===== config.mk =====
export PLATFORM = sky130hd
export DESIGN_NAME = ctrl_sequencer
export DESIGN_NICKNAME = d
export VERILOG_FILES = /design/src/rtl/ctrl_sequencer.sv
export SDC_FILE = /design/constraint.sdc
export NUM_CORES = 1
export LEC_CHECK = 0
export BUFFER_PORTS_ARGS = -buffer_cell sky130_fd_sc_hd__clkbuf_2
export CAP_MARGIN = 20
export CORE_MARGIN = 2
export CORE_UTILIZATION = 41
export DETAILED_ROUTE_END_ITERATION = 12
export PLACE_DENSITY = 0.76
export SLEW_MARGIN = 15
export SYNTH_ARGS = -nofsm -noshare
export SYNTH_HDL_FRONTEND = slang
export SYNTH_SLANG_ARGS = --single-unit
export TNS_END_PERCENT = 10

===== constraint.sdc =====
create_clock -name clk -period 1.5 [get_ports clk]
set_clock_uncertainty 0.05 [all_clocks]
set_input_delay 0.375 -clock clk [delete_from_list [all_inputs] [get_ports clk]]
set_output_delay 0.375 -clock clk [all_outputs]
set_load 0.05 [all_outputs]

===== src/rtl/ctrl_sequencer.sv =====
// ctrl_sequencer: decodes one instruction per cycle into a registered control word.
// Block transfers (mode 3) are expanded into micro-ops only when CTRL_BLOCK_XFER_EN is defined.
module ctrl_sequencer #(
  parameter int RLIST_W = 16,
  parameter int IDX_W   = 4
) (
  input  logic               clk,
  input  logic               rst,
  input  logic               valid_in,
  input  logic [1:0]         mode,
  input  logic [3:0]         opcode,
  input  logic               s,
  input  logic [RLIST_W-1:0] reg_list,
  input  logic               stall,
  input  logic               flush,
  output logic               in_ready,
  output logic               busy,
  output logic               out_valid,
  output logic               mem_r_en,
  output logic               mem_w_en,
  output logic               wb_en,
  output logic               b,
  output logic               stat_update,
  output logic [3:0]         exe_cmd,
  output logic [IDX_W-1:0]   uop_reg,
  output logic               uop_last
);

  typedef struct packed {
    logic             vld;
    logic             mem_r;
    logic             mem_w;
    logic             wb;
    logic             br;
    logic             stat;
    logic [3:0]       cmd;
    logic [IDX_W-1:0] idx;
    logic             last;
  } ctrl_t;

  localparam ctrl_t CTRL_ZERO = '0;

  ctrl_t ctrl_r;
  ctrl_t ctrl_nxt_s;

  function automatic ctrl_t decode_single(input logic [1:0] m, input logic [3:0] op,
                                          input logic sb);
    ctrl_t c;
    c = CTRL_ZERO;
    case (m)
      2'd0: begin
        c.vld  = 1'b1;
        c.stat = sb;
        case (op)
          4'd0:    {c.cmd, c.wb} = 5'b0110_1;
          4'd1:    {c.cmd, c.wb} = 5'b1000_1;
          4'd2:    {c.cmd, c.wb} = 5'b0100_1;
          4'd4:    {c.cmd, c.wb} = 5'b0010_1;
          4'd5:    {c.cmd, c.wb} = 5'b0011_1;
          4'd6:    {c.cmd, c.wb} = 5'b0101_1;
          4'd8:    {c.cmd, c.wb} = 5'b0110_0;
          4'd10:   {c.cmd, c.wb} = 5'b0100_0;
          4'd12:   {c.cmd, c.wb} = 5'b0111_1;
          4'd13:   {c.cmd, c.wb} = 5'b0001_1;
          4'd15:   {c.cmd, c.wb} = 5'b1001_1;
          default: {c.cmd, c.wb} = 5'b0000_0;
        endcase
      end
      2'd1: begin
        c.vld = 1'b1;
        if (op == 4'd4) begin
          c.cmd = 4'b0010;
          if (sb) begin
            c.wb    = 1'b1;
            c.mem_r = 1'b1;
          end else begin
            c.mem_w = 1'b1;
          end
        end else begin
          c.cmd = 4'b0000;
        end
      end
      2'd2: begin
        c.vld = 1'b1;
        c.br  = 1'b1;
      end
      // Mode 3 lands here only as a bubble; the sequencer handles it otherwise.
      default: c = CTRL_ZERO;
    endcase
    return c;
  endfunction

`ifdef CTRL_BLOCK_XFER_EN
  typedef enum logic [0:0] {IDLE = 1'b0, BLOCK = 1'b1} state_t;

  state_t             state_r;
  state_t             state_nxt_s;
  logic [RLIST_W-1:0] list_r;
  logic [RLIST_W-1:0] list_nxt_s;
  logic               dir_r;
  logic               dir_nxt_s;

  function automatic logic [RLIST_W-1:0] clear_lowest(input logic [RLIST_W-1:0] list);
    return list & (list - RLIST_W'(1));
  endfunction

  function automatic logic [IDX_W-1:0] lowest_idx(input logic [RLIST_W-1:0] list);
    logic [IDX_W-1:0] idx;
    idx = {IDX_W{1'b0}};
    for (int i = RLIST_W - 1; i >= 0; i--) begin
      if (list[i]) begin
        idx = IDX_W'(i);
      end else begin
        idx = idx;
      end
    end
    return idx;
  endfunction

  // An empty list yields a bubble rather than a micro-op.
  function automatic ctrl_t block_uop(input logic [RLIST_W-1:0] list, input logic dir);
    ctrl_t c;
    c = CTRL_ZERO;
    if (list != {RLIST_W{1'b0}}) begin
      c.vld  = 1'b1;
      c.cmd  = 4'b0010;
      c.idx  = lowest_idx(list);
      c.last = (clear_lowest(list) == {RLIST_W{1'b0}});
      c.wb    = dir;
      c.mem_r = dir;
      c.mem_w = ~dir;
    end else begin
      c = CTRL_ZERO;
    end
    return c;
  endfunction

  assign busy = (state_r == BLOCK);

  // Sequencer state, remaining register list and captured load/store direction
  always_ff @(posedge clk) begin
    if (rst) begin
      state_r <= IDLE;
      list_r  <= {RLIST_W{1'b0}};
      dir_r   <= 1'b0;
    end else begin
      state_r <= state_nxt_s;
      list_r  <= list_nxt_s;
      dir_r   <= dir_nxt_s;
    end
  end
`else
  logic unused_rlist;

  assign unused_rlist = ^reg_list;
  assign busy         = 1'b0;
`endif

  assign in_ready = !stall && !busy && !flush;

  // Next control word and sequencer state; flush beats stall, stall holds everything
  always_comb begin
    ctrl_nxt_s = ctrl_r;
`ifdef CTRL_BLOCK_XFER_EN
    state_nxt_s = state_r;
    list_nxt_s  = list_r;
    dir_nxt_s   = dir_r;
`endif
    if (flush) begin
      ctrl_nxt_s = CTRL_ZERO;
`ifdef CTRL_BLOCK_XFER_EN
      state_nxt_s = IDLE;
      list_nxt_s  = {RLIST_W{1'b0}};
`endif
    end else if (stall) begin
      ctrl_nxt_s = ctrl_r;
`ifdef CTRL_BLOCK_XFER_EN
    end else if (state_r == BLOCK) begin
      ctrl_nxt_s = block_uop(list_r, dir_r);
      list_nxt_s = clear_lowest(list_r);
      if (clear_lowest(list_r) != {RLIST_W{1'b0}}) begin
        state_nxt_s = BLOCK;
      end else begin
        state_nxt_s = IDLE;
      end
    end else if (valid_in && (mode == 2'd3)) begin
      ctrl_nxt_s = block_uop(reg_list, s);
      list_nxt_s = clear_lowest(reg_list);
      dir_nxt_s  = s;
      if (clear_lowest(reg_list) != {RLIST_W{1'b0}}) begin
        state_nxt_s = BLOCK;
      end else begin
        state_nxt_s = IDLE;
      end
`endif
    end else if (valid_in) begin
      ctrl_nxt_s = decode_single(mode, opcode, s);
    end else begin
      ctrl_nxt_s = CTRL_ZERO;
    end
  end

  // Registered control word
  always_ff @(posedge clk) begin
    if (rst) begin
      ctrl_r <= CTRL_ZERO;
    end else begin
      ctrl_r <= ctrl_nxt_s;
    end
  end

  assign out_valid   = ctrl_r.vld;
  assign mem_r_en    = ctrl_r.mem_r;
  assign mem_w_en    = ctrl_r.mem_w;
  assign wb_en       = ctrl_r.wb;
  assign b           = ctrl_r.br;
  assign stat_update = ctrl_r.stat;
  assign exe_cmd     = ctrl_r.cmd;
  assign uop_reg     = ctrl_r.idx;
  assign uop_last    = ctrl_r.last;

endmodule


# [Yosys cells after proc, flatten, opt, wreduce, memory -nomap -nowiden]
# Memory sizes are Yosys's and may differ from the RTL's.
# Index checks and enable logic that the tools add are counted.
# Widths: inputs -> output; s select.
[totals] rom_bits=80 elab_cells=30 mem_count=1 register_bits=15 output_inout_bits=17 inputBits=28
[op_classes] n_reduce_logical=6 n_mux=11 eq_ne=3
[mem_list] name="(name not given)" depth=16 word_bits=5 rd=1 rd_ports_with_merged_regs=0 write_ports=0 line_no="54" text="case (op)"
[op_table] cell="$mux 15" n=1
[op_table] cell="$pmux 4 s2" n=1
[op_table] cell="$mux 1" n=5
[op_table] cell="$eq 4x3->1 const B" n=1
[op_table] cell="$mux 2" n=2
[op_table] cell="$mux 3" n=1
[op_table] cell="$reduce_or 3->1" n=1
[op_table] cell="$eq 2x1->1 const B" n=1
[op_table] cell="$eq 2x2->1 const B" n=1
[op_table] cell="$logic_not 1->1" n=2
[op_table] cell="$logic_not 2->1" n=1
[op_table] cell="$pmux 1 s2" n=1
[op_table] cell="$reduce_or 2->1" n=1
[op_table] cell="$logic_and 1x1->1" n=1

# [Depth between registers and ports, before layout]
[depth] word_depth=4 ltp_mapped=5 ltp_nobuf=5

# [Least setup slack after synthesis]
# OpenSTA, ideal clock, no wires.
[synth_timing] kind="input-to-output" startpoint="input stall" endpoint="output in_ready" stages=3 path_buffers=2 setup_slack_ps=-282 arrival_time_ps=1357 cell_sequence="buf_4 buf_2 nor2_1"
[synth_between] elab_chain_cells=2
[synth_lines] element="start, declared" line_no="14" text="input logic stall,"
[synth_lines] element="$logic_not 1->1" line_no="159" text="assign in_ready = !stall && !busy && !flush;"
[synth_lines] element="$logic_and 1x1->1" line_no="159"
[synth_lines] element="end, declared" line_no="16" text="output logic in_ready,"
# No other way between the ends.

# [Worst setup path after layout]
# Same ends and word-level chain as after synthesis.

==> run_results.csv <==
group,metric,value,unit
worst_setup_path,path_class,"input port to output port",
cts,cts_tree,"done",
floorplan,dieArea,2035,µm²
hold_path,min_from,"s",
floorplan,start_util,44.97,%
power,clkPwrFrac,29.3,%
power,switching_share,30.92,%
synth,synth_top_area_share,28.88,%
placement,dp_hpwl,1.081,mm
worst_setup_path,start_kind,"input port",
timing,fmax,0.7451,GHz
finish,fillers,147,
route,routed_wl,1.318,mm
synth,ys_ff_latch,10,
global_routing,grt_pass1_vias,509,
power,switchingPower,182.4,µW
route,wire_per_inst,10.54,µm
synth,synth_area_leaders,"dfxtp_1 (29%), ha_1 (11%), buf_4 (7.6%), nand2_1 (4.9%), nor2b_1 (4.5%)",
worst_setup_path,crit_top_cell,"clkbuf_2",
floorplan,io_pins,45,
worst_setup_path,slowest_stage,"clkbuf_2",
cts,ctsResizeCount,0,
run_status,status,"finished clean",
hold_path,hold_path_depth,3,
timing,setup_violations,0,
power,total_power,589.9,µW
global_routing,grt_max_degree,13,
cts,cts_hold_buf,0,
placement,place.port_buffers,22,
worst_setup_path,reg2reg_slack,580,ps
finish,final_common_cell,"clkbuf_2",
timing,fin_ws,157.9,ps
cts,cts_root_buf,"clkbuf_4",
cts,clock_path_buffers,2,
floorplan,core_area,1541,µm²
global_routing,antenna_found_initial,0,
placement,gp_congestion,0.7934,
synth,yosysWarnings,0,
finish,final_cells,125,
finish,mostFrequentLayoutCells,"clkbuf_2 (22), dfxtp_1 (10), nand2_1 (9)",
synth,netlist_instances,83,
power,p_int,407.5,µW
global_routing,grt_usage,14.42,%
cts,clk_latency,260,ps
timing,fin_crit_sh,89.47,%
route,drt-pass1-iter-count,4,
synth,yosysUniqueCellTypes,32,
worst_setup_path,path_delay_family,"buffers and inverters",
timing,hold_viol,0,
timing,setup_tns,0,ps
finish,fin_nets,145,
worst_setup_path,reg2reg_from,"wb_en",
worst_setup_path,max_stage_delay,270,ps
synth,synth_top_cell_by_area,"dfxtp_1",
hold_path,hp-class,"input port to register",
route,viasPerCell,5.072,
route,drcViolationCount,0,
worst_setup_path,crit_required,1070,ps
finish,utilization,54.87,%
route,drt_iter0_markers,5,
power,p_leak,0.3868,nW
hold_path,holdPathEnd,"stat_update",
synth,seq_area_frac_synth,28.88,%
cts,cts_max_level,1,
worst_setup_path,worstPathArrival,920,ps
cts,cts.sinks,10,
worst_setup_path,crit_buf_inv,2,
worst_setup_path,worstPathCellList,"clkbuf_2 > nor2_4 > clkbuf_2",
finish,drive_gt1_share,32.11,%
run,drv_cap,0,
worst_setup_path,timing.rr.end,"wb_en",
worst_setup_path,path_max_fanout,4,
route,vias,634,
placement,post-place-ws,16.43,ps
power,irDropWorstVdd,482.6,µV
worst_setup_path,r2r_cells,3,
timing,rsz0062_at_grt,"no",
power,sequentialPowerShare,45.5,%
global_routing,overflow,0,
finish,diodes,0,
power,comb_power_share,25.1,%
timing,slew_viol_final,0,
floorplan,die-height,45.12,µm
cts,cts_made_buffers,3,
cts,cts.clk_slew.worst_paths,60,ps
route,drtAntennaViolNets,0,
finish,syn_to_final_growth,22.02,%
synth,synth.avg_cell_area,8.351,µm²
global_routing,grt_pass1_wl,2.132,mm
floorplan,die_w,45.12,µm
timing,period_minus_slack,1342,ps
floorplan,num_rows,14,
cts,cts_setup_buffers,0,
power,p_per_area,697.4,nW/µm²
placement,dp.cells,122,
synth,netlist_area,693.2,µm²
worst_setup_path,endpoint_kind,"output port",
==> cell families after synthesis <==
kind of cell | Yosys count | share of synthesized area (%)
compound gates | 16 | 16.07
buf+inv | 14 | 13.00
flops | 10 | 28.88
simple gates | 35 | 29.42
xor+xnor | 1 | 1.264
other cells | 1 | 0.5410
fa+ha+maj | 6 | 10.83
==> area by class of cell <==
class	count	area, µm²	share of cell area (%)
Sequential cell	10	200.2	23.67
Tap cell	16	20.02	2.367
Inverter	3	11.26	1.331
Clock buffer	3	22.52	2.663
Timing Repair Buffer	29	162.7	19.23
Multi-Input combinational cell	64	429.2	50.74
==> worst register-to-register path: cells and delay by family, from the launching register on <==
family	cells	cell delay, ps
compound gates	2	410
buf+inv	1	50
flops	1	340
==> state kept, by name, indices dropped and copies added (netlist names) <==
signal       cells
exe_cmd          4
out_valid        1
mem_r_en         1
mem_w_en         1
b                1
stat_update      1
wb_en            1
==> power by group through the flow <==
stage               Sequential (mW)  Clock, mW  Combinational [mW]
floorplan                     0.282          0               0.110
global placement              0.275          0               0.145
detailed placement            0.275          0               0.148
CTS                           0.269      0.181               0.148
global route                  0.269      0.193               0.162
finish                        0.269      0.173               0.148
==> cell usage after synthesis <==
master,count
nor4b_4,1
nand2_1,9
a211oi_1,1
a21oi_1,4
and4b_1,1
inv_1,3
buf_2,3
nand3b_1,1
nor2b_1,5
nand4b_1,1
buf_6,1
conb_1,1
nor2_1,8
buf_4,7
a211o_1,1
ha_1,6
o31ai_2,1
nor4b_1,1
and3_1,1
nand2b_1,1
nand3_1,3
a22oi_1,2
a221oi_1,1
o2111ai_1,1
a31oi_1,1
o21ai_0,3
nor3b_1,1
or2_1,1
dfxtp_1,10
and3b_1,1
xnor2_1,1
a32oi_1,1
==> worst max-delay path by stage <==
stage                   start         end  slack [ps]  cells after the start
finish                  stall    in_ready         160                      3
global route            wb_en       wb_en         130                      1
CTS                     stall    in_ready         150                      3
detailed placement  opcode[0]  exe_cmd[1]          20                      6
global placement    opcode[0]  exe_cmd[1]          30                      6
floorplan               stall    in_ready          90                      3
==> routing by layer <==
layer | up-vias | routed length (µm) | part of all wire (%) | GRT usage, %
met5 | - | 0 | 0 | 0
met4 | 0 | 0 | 0 | 3.529
met3 | 0 | 93 | 7.1 | 6.000
met2 | 22 | 636 | 48 | 23.14
met1 | 281 | 588 | 45 | 17.85
li1 | 331 | - | - | -
==> stage by stage <==
step           hold WS (ps)  cell area [µm²]
2_1_floorplan         469.1            719.4
3_3_place_gp          396.2            823.3
3_5_place_dp          405.0            823.3
4_1_cts               348.2            845.8
5_1_grt               367.4            845.8
6_report              350.0            845.8
Power figures use the tool's default switching activity.
